==> src/rtl/regfile_arb_pkg.sv <==
// Shared types and constants for the register-file write-port arbiter.
package regfile_arb_pkg;

  localparam int NUM_REGS = 32;

  typedef enum logic [1:0] {
    GNT_NONE,
    GNT_WB,
    GNT_MU,
    GNT_TRIG
  } grant_t;

endpackage

==> src/rtl/regfile_write_arbiter_trigger_sync.sv <==
// Two-flop synchronizer for the external trigger level, followed by a change detector.
module trigger_sync (
  input  logic clk,
  input  logic rst_n,
  input  logic trigger,
  output logic level,
  output logic change
);

  logic sync1, sync2, prev;

  always_ff @(posedge clk or negedge rst_n) begin
    if (!rst_n) begin
      sync1 <= 1'b0;
      sync2 <= 1'b0;
      prev  <= 1'b0;
    end else begin
      sync1 <= trigger;
      sync2 <= sync1;
      prev  <= sync2;
    end
  end

  assign level  = sync2;
  assign change = sync2 ^ prev;

endmodule

==> src/rtl/regfile_write_arbiter.sv <==
// Shares the register-file write port between writeback, multi-cycle results and the trigger mirror.
// Define STARVE_GUARD_EN to enable the starvation counter that stalls writeback for low-priority writers.
module regfile_write_arbiter
  import regfile_arb_pkg::*;
#(
  parameter int DATA_W     = 32,
  parameter int ADDR_W     = 5,
  parameter int TRIG_REG   = 6,
  parameter int STARVE_MAX = 4
) (
  input  logic              clk,
  input  logic              rst_n,
  input  logic              wb_we,
  input  logic [ADDR_W-1:0] wb_addr,
  input  logic [DATA_W-1:0] wb_data,
  output logic              wb_stall_req,
  input  logic              iss_valid,
  input  logic [ADDR_W-1:0] iss_rd,
  output logic              iss_ready,
  input  logic              mu_valid,
  input  logic [ADDR_W-1:0] mu_rd,
  input  logic [DATA_W-1:0] mu_data,
  output logic              mu_ready,
  input  logic              trigger,
  input  logic [ADDR_W-1:0] rs1_addr,
  input  logic [ADDR_W-1:0] rs2_addr,
  output logic              rs1_busy,
  output logic              rs2_busy,
  output logic              rf_we,
  output logic [ADDR_W-1:0] rf_addr,
  output logic [DATA_W-1:0] rf_wd
);

  if (STARVE_MAX < 1) begin : g_starve_max_check
    $error("STARVE_MAX must be at least 1");
  end
  if ((1 << ADDR_W) != NUM_REGS) begin : g_addr_w_check
    $error("ADDR_W must index exactly NUM_REGS registers");
  end

  logic [NUM_REGS-1:0] busy;
  logic                trig_level, trig_change;
  logic                trig_pend, trig_val;
  grant_t              gnt;

  trigger_sync u_trigger_sync (
    .clk    (clk),
    .rst_n  (rst_n),
    .trigger(trigger),
    .level  (trig_level),
    .change (trig_change)
  );

  // A requested stall demotes writeback below both low-priority writers for that cycle.
  always_comb begin
    gnt = GNT_NONE;
    if (wb_we && !wb_stall_req) gnt = GNT_WB;
    else if (mu_valid)          gnt = GNT_MU;
    else if (trig_pend)         gnt = GNT_TRIG;
  end

  always_comb begin
    rf_we    = 1'b0;
    rf_addr  = '0;
    rf_wd    = '0;
    mu_ready = 1'b0;
    unique case (gnt)
      GNT_WB: begin
        rf_we   = (wb_addr != '0);
        rf_addr = wb_addr;
        rf_wd   = wb_data;
      end
      GNT_MU: begin
        rf_we    = (mu_rd != '0);
        rf_addr  = mu_rd;
        rf_wd    = mu_data;
        mu_ready = 1'b1;
      end
      GNT_TRIG: begin
        rf_we   = 1'b1;
        rf_addr = ADDR_W'(TRIG_REG);
        rf_wd   = {{(DATA_W-1){1'b0}}, trig_val};
      end
      default: ;
    endcase
  end

  always_ff @(posedge clk or negedge rst_n) begin
    if (!rst_n) begin
      busy <= '0;
    end else begin
      if (gnt == GNT_MU) busy[mu_rd] <= 1'b0;
      if (iss_valid && iss_ready && iss_rd != '0) busy[iss_rd] <= 1'b1;
    end
  end

  assign iss_ready = !busy[iss_rd];
  assign rs1_busy  = (rs1_addr != '0) && busy[rs1_addr];
  assign rs2_busy  = (rs2_addr != '0) && busy[rs2_addr];

  // A new level always wins over a same-cycle grant so the latest value is never lost.
  always_ff @(posedge clk or negedge rst_n) begin
    if (!rst_n) begin
      trig_pend <= 1'b0;
      trig_val  <= 1'b0;
    end else if (trig_change) begin
      trig_pend <= 1'b1;
      trig_val  <= trig_level;
    end else if (gnt == GNT_TRIG) begin
      trig_pend <= 1'b0;
    end
  end

`ifdef STARVE_GUARD_EN
  localparam int CNT_W = $clog2(STARVE_MAX + 1);

  logic [CNT_W-1:0] starve_cnt, starve_cnt_n;

  always_comb begin
    starve_cnt_n = starve_cnt;
    if (wb_stall_req || gnt == GNT_MU || gnt == GNT_TRIG)
      starve_cnt_n = '0;
    else if (gnt == GNT_WB && (mu_valid || trig_pend) && starve_cnt != CNT_W'(STARVE_MAX))
      starve_cnt_n = starve_cnt + CNT_W'(1);
  end

  always_ff @(posedge clk or negedge rst_n) begin
    if (!rst_n) begin
      starve_cnt   <= '0;
      wb_stall_req <= 1'b0;
    end else begin
      starve_cnt   <= starve_cnt_n;
      wb_stall_req <= !wb_stall_req && (starve_cnt_n == CNT_W'(STARVE_MAX));
    end
  end
`else
  assign wb_stall_req = 1'b0;
`endif

  a_no_wb_during_stall: assert property (@(posedge clk) disable iff (!rst_n)
    !(wb_we && wb_stall_req));
  a_no_waw: assert property (@(posedge clk) disable iff (!rst_n)
    !(wb_we && busy[wb_addr]));
  a_mu_dest_busy: assert property (@(posedge clk) disable iff (!rst_n)
    !(mu_valid && !busy[mu_rd] && mu_rd != '0));

endmodule

==> config.mk <==
export PLATFORM = sky130hd
export DESIGN_NAME = regfile_write_arbiter
export DESIGN_NICKNAME = d
export VERILOG_FILES = /design/src/rtl/regfile_arb_pkg.sv /design/src/rtl/regfile_write_arbiter_trigger_sync.sv /design/src/rtl/regfile_write_arbiter.sv
export SDC_FILE = /design/constraint.sdc
export NUM_CORES = 1
export LEC_CHECK = 0
export ABC_AREA = 1
export CAP_MARGIN = 20
export CORE_MARGIN = 3
export CORE_UTILIZATION = 34
export CTS_CLUSTER_DIAMETER = 200
export DETAILED_ROUTE_END_ITERATION = 16
export PLACE_DENSITY = 0.66
export SYNTH_ARGS = -nofsm -noshare
export SYNTH_HDL_FRONTEND = slang
export SYNTH_SLANG_ARGS = --single-unit
==> constraint.sdc <==
create_clock -name clk -period 2.3 [get_ports clk]
set_input_delay 0.46 -clock clk [delete_from_list [all_inputs] [get_ports clk]]
set_output_delay 0.46 -clock clk [all_outputs]
set_load 0.05 [all_outputs]
==> impl_metrics.yaml, run 1 <==
yosys:
  synth_nets: 608
  ys_types: 28
  yosysSeqAreaShare_pct: 28.28
  synth_top_cell_by_area: "dfrtp_1"
  syn_area_um2: 3274
  synth_top_area_share_pct: 28.28
  ys_seq_elements: 37
  synth_area_leaders: "dfrtp_1 28%, nand2_1 16%, o21ai_0 10%"
  syn_area_per_cell_um2: 6.383
  synthCells: 513
  yosysWarnings: 0
timing:
  finalSetupTns_ps: 0
  skew_ps: 4.716
  fin_crit_ps: 2179
  fmax_ghz: 0.4589
  finalHoldViolCount: 0
  fin_crit_sh_pct: 94.75
  rsz0062_at_grt: "false"
  drv_slew: 0
  setup_viol_count_final: 0
  worst_hold_slack_ps: 199.3
detailed_routing:
  num_vias: 4243
  wirelength_um: 13310
  drt_iter0_markers: 358
  drc: 0
  post_drt_wl_per_cell_um: 16.53
  first_pass_iters: 5
  postRouteAntennaNets: 0
  vias_per_cell: 5.271
critical_path:
  worstPathArrival_ps: 1720
  path_class: "in -> out"
  required_ps: 1840
  cp-start-kind: "input port"
  cp-end-kind: "output pin"
  critPathMaxFanout: 3
finish:
  drive_gt1_share_pct: 22.34
  nNetsFinal: 771
  antennaDiodeCount: 0
  finish.utilization_pct: 62.76
  syn_to_final_growth_pct: 77.95
power:
  irDropWorstVdd_mv: 0.3232
  leakagePower_uw: 0.002708
  powerDensity_nw_per_um2: 498.0
floorplan:
  num_io_pins: 138
  core_area_um2: 9284
  initial_core_util_pct: 35.27
  rows: 35
  die_x_um: 104.1
  die_h_um: 104.1
  dieArea_um2: 10840
global_routing:
  grt_usage_pct: 23.63
  grt_pass1_vias: 3907
  grt_overflow: 0
  grt_max_degree: 38
  antenna_found_initial: 0
  grt_pass1_wl_um: 20760
clock_tree:
  numCtsBuffers: 5
  path_clk_slew_ps: 70
  clock_latency_ps: 290
  cts_root_buffer: "clkbuf_8"
  cts.path.max_buffers: 2
  cts_tree: "built"
  cts.sinks: 37
  htreeDepth: 2
placed_design:
  port_buffers: 136
  hpwl_um: 10350
  globalplace.congestion: 0.8999
min_path:
  worstHoldPathType: "in -> async"
run_status:
  status: "completed"
job:
  cap_violations: 0
## cell usage after synthesis
library cell / count
o41ai_1: 2
nor3_1: 9
nand2_1: 138
o31ai_1: 1
nor2_4: 1
nor2_2: 2
nand3_2: 10
dfrtp_1: 37
nand3_1: 46
conb_1: 1
a22o_1: 31
nor2_1: 49
o21a_1: 1
a211o_1: 1
inv_1: 45
o21ai_0: 66
o211ai_1: 12
inv_2: 2
nand4_1: 1
a21oi_1: 19
buf_6: 5
buf_2: 1
buf_1: 2
buf_8: 1
nand2_2: 10
nand3b_1: 1
buf_4: 2
clkbuf_1: 17
## where the power goes
group | total, µW | leakage [µW] | switching, µW | internal (µW)
logic | 1450 | 0.00222 | 764 | 689
registers | 988 | 0.000442 | 195 | 793
clock network | 460 | 0.0000443 | 223 | 238
total | 2900 | 0.00271 | 1180 | 1720
## what timing repair did
| action | CTS | global route |
|---|---|---|
| pin swaps | 8 | 10 |
| setup buffers | 2 | 1 |
| cloned | 2 | 2 |
| gates resized for setup | 38 | 37 |
| setup endpoints to repair | 18 | 29 |
| hold buffers | 0 | 0 |
## layer usage
layer,wire (µm),share of wire (%),up-vias,global-route usage (%)
met5,0,0,-,0
met4,351,2.6,0,6.648
met2,6511,49,167,38.95
li1,-,-,2052,-
met3,641,4.8,32,3.042
met1,5805,44,1992,32.53
## cell families (layout without fill, tap and decap cells)
group | count (synthesis) | after routing | share of synthesized area [%]
compound gates | 133 | 133 | 25.30
flops | 37 | 37 | 28.28
simple gates | 267 | 267 | 35.96
buf+inv | 75 | 238 | 10.35
other cells | 1 | 1 | 0.1145
## area by class of cell
type | count | area (µm²)
Clock buffer | 7 | 86.33
Fill cell | 837 | 3457
Inverter | 47 | 185.2
Multi-Input combinational cell | 401 | 2173
Sequential cell | 37 | 925.9
Tap cell | 129 | 161.4
Timing Repair Buffer | 184 | 2295
## worst paths after layout
kind	start	to	slack, ps	depth (start not counted)
hold / removal	rst_n	busy[8]	200	2
hold reg to reg	u_trigger_sync.sync1	u_trigger_sync.level	360	0
min in group clk	u_trigger_sync.sync1	u_trigger_sync.level	360	0
setup / recovery	mu_rd[4]	rf_we	120	6
max in group asynchronous	rst_n	busy[30]	1770	2
setup reg to reg	busy[23]	busy[3]	740	12
## stage by stage
| step | instance area (µm²) | cells | setup slack [ps] | power (µW) |
|---|---|---|---|---|
| floorplan | 3276 | 513 | 9.077 | 1652 |
| finish | 5827 | 805 | 120.8 | 2902 |
| global placement | 5423 | 791 | -210.9 | 2351 |
| global route | 5827 | 805 | 0.5139 | 3065 |
| detailed placement | 5423 | 791 | -213.7 | 2367 |
| CTS | 5660 | 802 | -44.29 | 2866 |
## critical path, stage by stage
cell             delay [ps]
clkdlybuf4s50_1         420
nor2_1                  210
nand3_1                 140
a21oi_1                 160
nand3_1                 140
buf_12                  190
## sequential cells by signal, summed over array words and instances, names as in the netlist
signal                flops
u_trigger_sync.prev       1
busy                     32
trig_val                  1
u_trigger_sync.sync1      1
trig_pend                 1
u_trigger_sync.level      1
## layout by cell type (no fill, tap or decap), types with 3 or more instances in the layout
master,instances
nand2_2,10
dlymetal6s2s_1,8
a22o_1,24
a21oi_1,17
dfrtp_1,37
a22o_4,7
clkbuf_8,6
buf_4,32
nor3_4,5
clkdlybuf4s50_1,80
nand3_1,45
clkbuf_2,3
nand3_2,11
o211ai_1,12
nor2_1,47
buf_12,47
inv_2,4
nand2_1,138
o21ai_1,13
nor2_2,3
inv_1,40
buf_6,7
nor3_2,4
o21ai_0,52
Note: power is estimated with default switching activity, not from simulation.
==> run 2, diff against run 1 <==
Settings changed: GPL_ROUTABILITY_DRIVEN set to 1.
==> results of run 2 <==
Same layout as run 1: the final DEF is identical, and so are final timing and power.
==> run 3, diff against run 2 <==
Settings changed: CORE_UTILIZATION 34 to 35, CTS_BUF_LIST set to sky130_fd_sc_hd__clkbuf_4 sky130_fd_sc_hd__clkbuf_8 sky130_fd_sc_hd__clkbuf_16, PLACE_DENSITY 0.66 to 0.68.
==> run 3 against run 2 <==
Compared with the run above:
- routed wire length up 4.5%
- critical path depth is the same
- via count is 0.85% higher
- highest routed layer unchanged
- sequential share of layout area rose by 0.47 points
- critical path type unchanged
- clock-buffer cell count increased by 1
- first-iteration DRC count shrank 5.0%
- largest cell class unchanged
- flip-flop and latch count is the same
- maximum frequency down 2.5%
==> impl_metrics.yaml, run 3 (same netlist as run 1, synthesis figures left out) <==
finish:
  largest_register_ffs: 32
  regMostFlops: "busy"
  finish.utilization_pct: 63.66
  drive_gt1_share_pct: 21.01
  layout_common_cells: "137 x nand2_1, 82 x clkdlybuf4s50_1, 55 x o21ai_0, 46 x nor2_1, 46 x buf_12"
  antennaDiodeCount: 0
  n_fill_cell: 767
  nNetsFinal: 765
  mostFrequentLayoutCell: "nand2_1"
  syn_to_final_growth_pct: 72.87
clock_tree:
  numCtsBuffers: 5
  htreeDepth: 2
  clock_latency_ps: 290
  cts.path.max_buffers: 2
  hold_buffers: 0
  cts_root_buffer: "clkbuf_8"
  path_clk_slew_ps: 70
  cts.sinks: 37
  cts_tree: "built"
detailed_routing:
  first_pass_iters: 5
  postRouteAntennaNets: 0
  post_drt_wl_per_cell_um: 17.85
  wirelength_um: 13910
  vias_per_cell: 5.493
  num_vias: 4279
  drt_iter0_markers: 340
  drc: 0
timing:
  finalSetupTns_ps: 0
  slew-limit-headroom_pct: 44.45
  worst_slew_pin_slew_ps: 833.2
  rsz0062_at_grt: "true"
  fin_crit_sh_pct: 97.15
  skew_ps: 8.052
  worst_hold_slack_ps: 264.1
  setup_viol_count_final: 0
  fin_ws_ps: 65.52
  finalHoldViolCount: 0
  fin_crit_ps: 2234
  fmax_ghz: 0.4475
  drv_slew: 0
min_path:
  worstHoldPathType: "in -> async"
power:
  irDropWorstVdd_mv: 0.3412
  leakagePower_uw: 0.002628
  powerDensity_nw_per_um2: 515.8
  power_uw: 2920
global_routing:
  grt_max_degree: 38
  grt_overflow: 0
  antenna_found_initial: 0
  grt_pass1_wl_um: 20540
  grt_usage_pct: 24.95
  grt_pass1_vias: 3912
critical_path:
  critPathMaxFanout: 6
  slowest_stage: "clkdlybuf4s50_1"
  worstPathArrival_ps: 1770
  worst-r2r-setup-slack_ps: 670
  max_stage_delay_ps: 500
  path_class: "in -> out"
  path_cells: "clkdlybuf4s50_1 -> inv_1 -> nor2_4 -> inv_1 -> o211ai_1 -> buf_12"
  required_ps: 1840
  crit_top_cell: "inv_1"
  cp-start-kind: "input port"
  cp-end-kind: "output pin"
floorplan:
  die_x_um: 102.7
  rows: 34
  core_area_um2: 8891
  num_io_pins: 138
  initial_core_util_pct: 36.83
  dieArea_um2: 10550
  die_h_um: 102.7
placed_design:
  port_buffers: 136
  globalplace.congestion: 0.9220
  hpwl_um: 10690
  pre_cts_slack_ps: -181.5
run_status:
  status: "completed"
job:
  cap_violations: 0
run 3: area by class of cell:
type,instances,area (µm²),share of cell area (%)
inverter,47,178.9,3.161
sequential,37,925.9,16.36
clock buffer,8,91.34,1.614
tap,108,135.1,2.387
timing repair buffer,178,2197,38.82
multi-input combinational,401,2132,37.67
run 3: final timing paths:
| check | depth (start not counted) | to | startpoint |
|---|---|---|---|
| setup reg to reg | 12 | busy[1] | busy[10] |
| max in group asynchronous | 1 | busy[8] | rst_n |
| hold reg to reg | 0 | u_trigger_sync.level | u_trigger_sync.sync1 |
| min in group clk | 0 | u_trigger_sync.level | u_trigger_sync.sync1 |
| hold / removal | 1 | busy[9] | rst_n |
| setup / recovery | 6 | rf_addr[2] | mu_valid |
run 3: worst max-delay path: cells and delay by family:
family          cells  cell delay [ps]
simple gates        1              130
compound gates      1              290
buf+inv             4              890
run 3: per-layer routing:
metal | track usage [%] | wire (µm) | vias up
met5 | 0 | 0 | -
met4 | 6.761 | 299 | 0
met3 | 3.992 | 1048 | 32
met2 | 37.84 | 6662 | 229
met1 | 36.75 | 5896 | 1972
li1 | - | - | 2046
run 3: per-stage QoR:
stage                     instance area (µm²)  instances
after floorplan                          3276        513
after global placement                   5361        767
after detailed placement                 5361        767
after CTS                                5552        777
after global routing                     5660        779
final                                    5660        779
run 3: repair_timing:
item                       CTS  global route
setup endpoints to repair    9             9
buffers inserted             1             1
cloned                       1             1
resized for setup           27            32
pin swaps                    2             3
run 3: power by group:
part	switching [µW]	internal [µW]	total, µW
clock network	223	251	474
logic	773	668	1440
registers	213	793	1010
